File: config.mk
export PLATFORM = sky130hd
export DESIGN_NAME = srl_fifo_flow
export DESIGN_NICKNAME = d
export VERILOG_FILES = /design/src/rtl/srl_fifo_flow_pkg.sv /design/src/rtl/srl_fifo_flow_store.sv /design/src/rtl/srl_fifo_flow.sv
export SDC_FILE = /design/constraint.sdc
export NUM_CORES = 1
export LEC_CHECK = 0
export ABC_AREA = 1
export CORE_MARGIN = 2
export CORE_UTILIZATION = 56
export CTS_BUF_LIST = sky130_fd_sc_hd__clkbuf_2
export CTS_CLUSTER_SIZE = 14
export DETAILED_ROUTE_END_ITERATION = 10
export PLACE_DENSITY = 0.85
export RECOVER_POWER = 100
export SLEW_MARGIN = 20
export SYNTH_ARGS = -nofsm -noshare
export SYNTH_HDL_FRONTEND = slang
export SYNTH_SLANG_ARGS = --single-unit
File: constraint.sdc
create_clock -name clk -period 3.6 [get_ports clk]
set_clock_uncertainty 0.2 [all_clocks]
set_input_delay 0.54 -clock clk [delete_from_list [all_inputs] [get_ports clk]]
set_output_delay 0.54 -clock clk [all_outputs]
set_load 0.005 [all_outputs]
File: src/rtl/srl_fifo_flow_pkg.sv
// Shared helpers for the srl_fifo_flow shift-register FIFO.
// Holds the count-width function and the err bit positions.
package srl_fifo_flow_pkg;

    localparam int unsigned ERR_OVF = 1;
    localparam int unsigned ERR_UDF = 0;

    // Occupancy ranges over 0..depth inclusive, so one extra code is needed.
    function automatic int unsigned cnt_width(input int unsigned depth);
        return $clog2(depth + 1);
    endfunction

endpackage

File: src/rtl/srl_fifo_flow_store.sv
// SRL-style storage for srl_fifo_flow: shift-in at entry 0, random-access read.
// Deliberately unreset so it maps onto shift-register primitives.
module srl_fifo_flow_store #(
    parameter int unsigned DATA_WIDTH = 8,
    parameter int unsigned DEPTH      = 4,
    parameter int unsigned ADDR_W     = $clog2(DEPTH)
) (
    input  logic                  clk,
    input  logic                  we,
    input  logic [ADDR_W-1:0]     addr,
    input  logic [DATA_WIDTH-1:0] din,
    output logic [DATA_WIDTH-1:0] dout
);

    logic [DATA_WIDTH-1:0] mem_q [DEPTH];

    always_ff @(posedge clk) begin
        if (we) begin
            for (int i = DEPTH - 1; i > 0; i--) begin
                mem_q[i] <= mem_q[i-1];
            end
            mem_q[0] <= din;
        end
    end

    assign dout = mem_q[addr];

endmodule

File: src/rtl/srl_fifo_flow.sv
// Shift-register FIFO with ap_fifo-style handshakes, registered flags and occupancy count.
// Define SRL_FIFO_FLOW_ERRCHK_EN to enable sticky overflow/underflow attempt flags on err.
module srl_fifo_flow
    import srl_fifo_flow_pkg::*;
#(
    parameter  int unsigned DATA_WIDTH = 8,
    parameter  int unsigned DEPTH      = 4,
    parameter  int unsigned AF_MARGIN  = 1,
    localparam int unsigned CNT_W      = cnt_width(DEPTH)
) (
    input  logic                  clk,
    input  logic                  reset,
    input  logic                  if_write_ce,
    input  logic                  if_write,
    input  logic [DATA_WIDTH-1:0] if_din,
    output logic                  if_full_n,
    output logic                  if_almost_full_n,
    input  logic                  if_read_ce,
    input  logic                  if_read,
    output logic [DATA_WIDTH-1:0] if_dout,
    output logic                  if_empty_n,
    output logic [CNT_W-1:0]      count,
    output logic [1:0]            err
);

    localparam int unsigned    ADDR_W    = $clog2(DEPTH);
    localparam logic [CNT_W-1:0] DEPTH_C = CNT_W'(DEPTH);
    localparam logic [CNT_W-1:0] AF_THR  = CNT_W'(DEPTH - AF_MARGIN);

    logic [CNT_W-1:0]  count_q, count_d;
    logic              full_n_q, full_n_d;
    logic              af_n_q, af_n_d;
    logic              empty_n_q, empty_n_d;
    logic              push, pop;
    logic [ADDR_W-1:0] head_addr;

    always_comb begin
        push      = if_write & if_write_ce & full_n_q;
        pop       = if_read & if_read_ce & empty_n_q;
        count_d   = count_q;
        if (push && !pop) begin
            count_d = count_q + 1'b1;
        end else if (pop && !push) begin
            count_d = count_q - 1'b1;
        end
        empty_n_d = (count_d != '0);
        full_n_d  = (count_d != DEPTH_C);
        af_n_d    = (count_d < AF_THR);
        // Oldest word sits at count-1; a simultaneous push shifts the next-oldest into that slot.
        head_addr = (count_q == '0) ? '0 : ADDR_W'(count_q - 1'b1);
    end

    always_ff @(posedge clk or posedge reset) begin
        if (reset) begin
            count_q   <= '0;
            full_n_q  <= 1'b1;
            af_n_q    <= 1'b1;
            empty_n_q <= 1'b0;
        end else begin
            count_q   <= count_d;
            full_n_q  <= full_n_d;
            af_n_q    <= af_n_d;
            empty_n_q <= empty_n_d;
        end
    end

    srl_fifo_flow_store #(
        .DATA_WIDTH (DATA_WIDTH),
        .DEPTH      (DEPTH),
        .ADDR_W     (ADDR_W)
    ) u_store (
        .clk  (clk),
        .we   (push),
        .addr (head_addr),
        .din  (if_din),
        .dout (if_dout)
    );

    assign count            = count_q;
    assign if_full_n        = full_n_q;
    assign if_almost_full_n = af_n_q;
    assign if_empty_n       = empty_n_q;

`ifdef SRL_FIFO_FLOW_ERRCHK_EN
    logic [1:0] err_q, err_d;

    always_comb begin
        err_d = err_q;
        if (if_write && if_write_ce && !full_n_q) begin
            err_d[ERR_OVF] = 1'b1;
        end
        if (if_read && if_read_ce && !empty_n_q) begin
            err_d[ERR_UDF] = 1'b1;
        end
    end

    always_ff @(posedge clk or posedge reset) begin
        if (reset) begin
            err_q <= 2'b00;
        end else begin
            err_q <= err_d;
        end
    end

    assign err = err_q;
`else
    assign err = 2'b00;
`endif

endmodule

* Word-level counts from Yosys, hierarchy flattened
Memories as Yosys holds them, arrays and structs flattened.
Index checks and enable logic that the tools add are counted.
** Storage, ports and cells
- Word-level logic and storage cells :: 24
- Output and inout bits :: 16
- RAM bits :: 32
- Register bits :: 6
- Bits of input ports :: 14
- Memories :: 1
** Memory list
- u_store.mem_q :: depth 4, bits a word 8, rd ports 4, clocked after memory_dff 0, write ports 4, RTL line srl_fifo_flow_store.sv:15 : logic [DATA_WIDTH-1:0] mem_q [DEPTH];
** Cells by class
- Magnitude comparators :: 1
- Add/sub/neg operators :: 2
- Bitwise operators :: 4
- Reductions and logical operators :: 6
- Eq/ne operators :: 1
- Multiplexer cells :: 5
** Operator list (count)
- $mux W3 :: 2
- $and A1 B1 Y1 :: 4
- $add A3 B1 Y3 const B :: 1
- $logic_not A3 Y1 :: 1
- $lt A3 B2 Y1 const B :: 1
- $ne A3 B3 Y1 const B :: 1
- $reduce_bool A3 Y1 :: 1
- $sub A3 B1 Y3 const B :: 1
- $logic_and A1 B1 Y1 :: 2
- $logic_not A1 Y1 :: 2
- $mux W1 :: 2
- $mux W2 :: 1

* Logic depth before layout (Yosys ltp)
Gate-level depths: netlist (run 1).
- Depth after elaboration :: 7
- Depth in mapped cells :: 12
- Mapped depth without buffers :: 11

* Cells and area by module
A second synthesis (run 1) with hierarchy kept.
** Second synthesis, totals
- Cells, all modules :: 181
- Area total of the unflattened synthesis :: 1795.5 um^2
** Modules (own cells, without submodules)
- srl_fifo_flow_store :: area an instance 1356.3 um^2, sequential area each 960.9 um^2, times used 1, cells each 126
- srl_fifo_flow :: area an instance 439.2 um^2, sequential area each 152.6 um^2, times used 1, cells each 55

* Worst setup path after synthesis (run 1)
Ideal clock, no wire load.
- Path kind :: flip-flop to output port
- Start point :: reg count_q[0], in the netlist count[0]
- End point :: out if_dout[0]
- Arrival time :: 1444 ps
- Stages on the path, launching flop included :: 10
- Required time :: 2860 ps
- Buffers on the path :: 2
- Setup slack :: 1416 ps
- Cell sequence :: dfrtp_1 -> inv_2 -> buf_2 -> ha_1 -> nand2_4 -> nand2_4 -> buf_6 -> nand2_1 -> nand3_1 -> a21boi_1
** On the way
- Cells in the longest elaborated chain, start to end :: 3
- Elaborated cells between the ends (all ways) :: 4
- Those cells by class :: add/sub (1); mux (1); reduce/logical (1); memory (1)
** RTL lines
- start: declaration :: RTL line srl_fifo_flow.sv:30 : logic [CNT_W-1:0] count_q, count_d;
- start signal: assignment :: RTL line srl_fifo_flow.sv:60 : count_q <= count_d;
- $sub A3 B1 Y3 or $logic_not A3 Y1 (tied branches) :: RTL line srl_fifo_flow.sv:50 : head_addr = (count_q == '0) ? '0 : ADDR_W'(count_q - 1'b1);
- $mux W2 (*) :: RTL line srl_fifo_flow.sv:50
- $mem_v2 Z4 W8 (*)
- end: declaration :: RTL line srl_fifo_flow.sv:20 : output logic [DATA_WIDTH-1:0] if_dout,
Mark *: on every way between the ends. The rest lies on a longest branch, timed or not.

* Worst setup path after layout (run 1)
- Start point :: reg count_q[0], in the netlist count[0]
- End point :: out if_dout[3]
Same word-level chain as after synthesis.

==> results of run 1 <==
[per-layer routing]
metal | global-route usage | up-vias
li1 | - | 523
met1 | 0.260 | 501
met2 | 0.347 | 43
met3 | 0.0625 | 10
met4 | 0.0997 | 0
met5 | 0 | -
[Yosys cell counts, types with 2 or more instances]
master,number
a21boi_1,8
buf_4,2
dfrtp_1,4
dfstp_2,2
edfxtp_1,32
ha_1,3
inv_1,11
inv_2,2
nand2_1,36
nand2_2,2
nand2_4,2
nand3_1,14
nor2_1,2
o22ai_1,8
[final timing paths]
check | end | cells after the start | startpoint
worst min-delay path | u_store.mem_q[2][6] | 0 | u_store.mem_q[1][6]
worst min register to register | u_store.mem_q[2][6] | 0 | u_store.mem_q[1][6]
worst max register to register | u_store.mem_q[1][2] | 3 | if_full_n
min in group asynchronous | count[0] | 2 | reset
worst max-delay path | if_dout[3] | 7 | count[0]
max in group asynchronous | if_almost_full_n | 2 | reset
[kinds of logic (layout without fill, tap and decap cells)]
logic type                 after synthesis  after routing
AOI/OAI and AO/OA                       16             16
xor gates and xnor gates                 1              1
adders and majority gates                3              3
buffers and inverters                   18             50
DFF                                     38             38
other                                    1              2
and+or+nand+nor                         58             58
[sequential cells by signal, indices dropped and copies added (netlist names)]
| signal | cells |
|---|---|
| if_almost_full_n | 1 |
| u_store.mem_q | 32 |
| count | 3 |
| if_empty_n | 1 |
| if_full_n | 1 |
[placed cells by master, fill, tap and decap left out, types with 2 or more instances in the layout]
cell	n
nor2_1	3
o22ai_1	8
clkinvlp_4	2
a21boi_1	7
inv_2	2
clkdlybuf4s50_1	13
clkbuf_2	5
nand3_1	14
ha_1	3
dfrtp_1	4
dlygate4sd3_1	14
dfstp_1	2
conb_1	2
nand2_1	37
nand2_4	2
inv_1	11
edfxtp_1	32
[power by group]
part / internal [W] / switching, W
registers: 0.000557 / 0.0000434
clock network: 0.000117 / 0.000144
logic: 0.000394 / 0.000415
[area by class of cell]
type,count,area share
clock buffer,5,0.0127
multi-input combinational,80,0.213
timing repair buffer,28,0.139
clock inverter,3,0.0229
inverter,14,0.0273
sequential,38,0.565
tap,31,0.0197
[through the flow]
stage	hold slack, ns	cells	setup slack, ns	utilization
floorplan	0.130	136	1.42	-
global placement	0.232	191	0.980	0.694
detailed placement	0.239	191	0.862	0.694
CTS	0.118	199	0.385	0.719
global route	0.267	199	0.148	0.714
finish	0.234	199	0.282	0.714
==> flow_metrics.py, run 1 <==
metrics = {
    "sta": {
        "relSlewSlack": 0.249,
        "setup_viol": 0,
        "final_max_slew_viol_count": 0,
        "setup-tns-final_ns": 0,
        "worst_slew_pin_slew_ns": 1.12,
        "finalCritPeriodShare": 0.922,
        "finalHoldViolCount": 0,
        "max_freq_mhz": 301,
        "rsz0062_at_grt": "false",
        "fin_crit_ns": 3.32,
    },
    "setup_path": {
        "critPathMaxStageDelay_ns": 0.53,
        "critPathLaunchType": "register",
        "cpMostUsedCell": "inv_1",
        "cp_max_fo": 12,
        "worstPathArrival_ns": 2.58,
        "required_ns": 2.86,
        "path_cells": "inv_2 -> ha_1 -> inv_1 -> nand2_1 -> inv_1 -> a21boi_1 -> clkdlybuf4s50_1",
        "crit_path_end_kind": "primary output",
        "cp_num_buf_inv": 4,
        "r2r_setup_slack_ns": 0.70,
        "path_delay_family": "buffers and inverters",
        "crit_slowest_cell": "clkdlybuf4s50_1",
        "path_class": "register to primary output",
    },
    "layout": {
        "areaGrowthSynthToFinish_pct": 21.3,
        "nNetsFinal": 184,
        "drive_gt1_frac": 0.0893,
        "n_fill_cell": 203,
        "finish.instance_area_um2": 1970,
        "multi_input_area_um2": 419,
        "seq_area_um2": 1110,
        "n_antenna_cell": 0,
    },
    "yosys": {
        "yosys.area.top_type": "edfxtp_1",
        "syn_inst": 135,
        "synthXorXnorAreaFrac": 0.00539,
        "synthTopCellsByArea": "edfxtp_1 59%, nand2_1 8.3%, dfrtp_1 6.2%",
        "ys_ff_latch": 38,
        "syn_area_um2": 1620,
        "synth-simple-area-share": 0.163,
        "async_flop_share": 0.158,
        "synth_enable_flop_cells": 32,
        "seq_area_frac_synth": 0.686,
        "synth_compound_area_frac": 0.0678,
        "synth_top_family_by_area": "simple AND/OR/NAND/NOR gates",
        "synthMuxAreaShare": 0,
        "yosysTopAreaCellShare": 0.592,
        "synth.avg_cell_area_um2": 12.0,
        "ys.warnings.count": 0,
        "ys.flop_type": "edfxtp_1",
        "synth_cell_types": 21,
        "synth_fa_ha_area_frac": 0.0231,
    },
    "drt": {
        "vias_per_cell": 5.41,
        "drc": 0,
        "antenna_left": 0,
        "wl_met1_mm": 1.20,
        "vias": 1077,
        "wl_met2_mm": 1.58,
        "wl_met3_um": 174,
        "drt_iter0_markers": 41,
        "firstDrtPassIters": 4,
        "wl_mm": 3.05,
        "dr.max_layer_used": "met4",
        "wire_per_inst_um": 15.3,
    },
    "power_and_ir_drop": {
        "leakagePower_nw": 0.809,
        "peakVddDrop_mv": 0.575,
        "power.total_w": 0.00167,
        "p_per_area_nw_per_um2": 848,
    },
    "die": {
        "coreArea_um2": 2760,
        "fp.dieW_um": 57.9,
        "start_util": 0.589,
        "ioPinCount": 30,
        "die_h_um": 57.9,
        "dieArea_um2": 3350,
        "row_count": 19,
    },
    "place": {
        "dpl.hpwl_mm": 2.28,
        "place_area_um2": 1910,
        "gp_congestion": 0.804,
        "io_buffers": 27,
    },
    "clocking": {
        "post-cts-setup-buffers": 0,
        "cts_tree": "done",
        "clk_latency_ns": 0.39,
        "hold_buffers": 0,
        "cts_made_buffers": 5,
        "cts-root-buf": "clkbuf_2",
        "ctsResizeCount": 0,
        "htree_levels": 2,
        "cts.sinks": 38,
        "clockBufferDepth": 2,
        "cts.clk_slew.worst_paths_ns": 0.22,
    },
    "global_routing": {
        "grt.total_usage": 0.212,
        "antenna_found_initial": 0,
        "grt_pass1_wl_mm": 5.01,
        "grt.overflow.total": 0,
        "first_global_vias": 1091,
        "grt_max_degree": 21,
    },
    "run_status": {
        "status": "finished clean",
    },
    "worst_hold_path": {
        "hold_class": "register to register",
    },
    "flow_run": {
        "maxCapViolations": 0,
    },
}
Note: power is estimated with default switching activity, not from simulation.
==> inputs of run 2 (changes only) <==
--- a/config.mk
+++ b/config.mk
@@ -13,7 +13,6 @@
 export DETAILED_ROUTE_END_ITERATION = 10
 export PLACE_DENSITY = 0.85
 export RECOVER_POWER = 100
-export SLEW_MARGIN = 20
 export SYNTH_ARGS = -nofsm -noshare
 export SYNTH_HDL_FRONTEND = slang
 export SYNTH_SLANG_ARGS = --single-unit
==> results of run 2 <==
No change in the layout: final DEF, timing and power equal those of run 1.
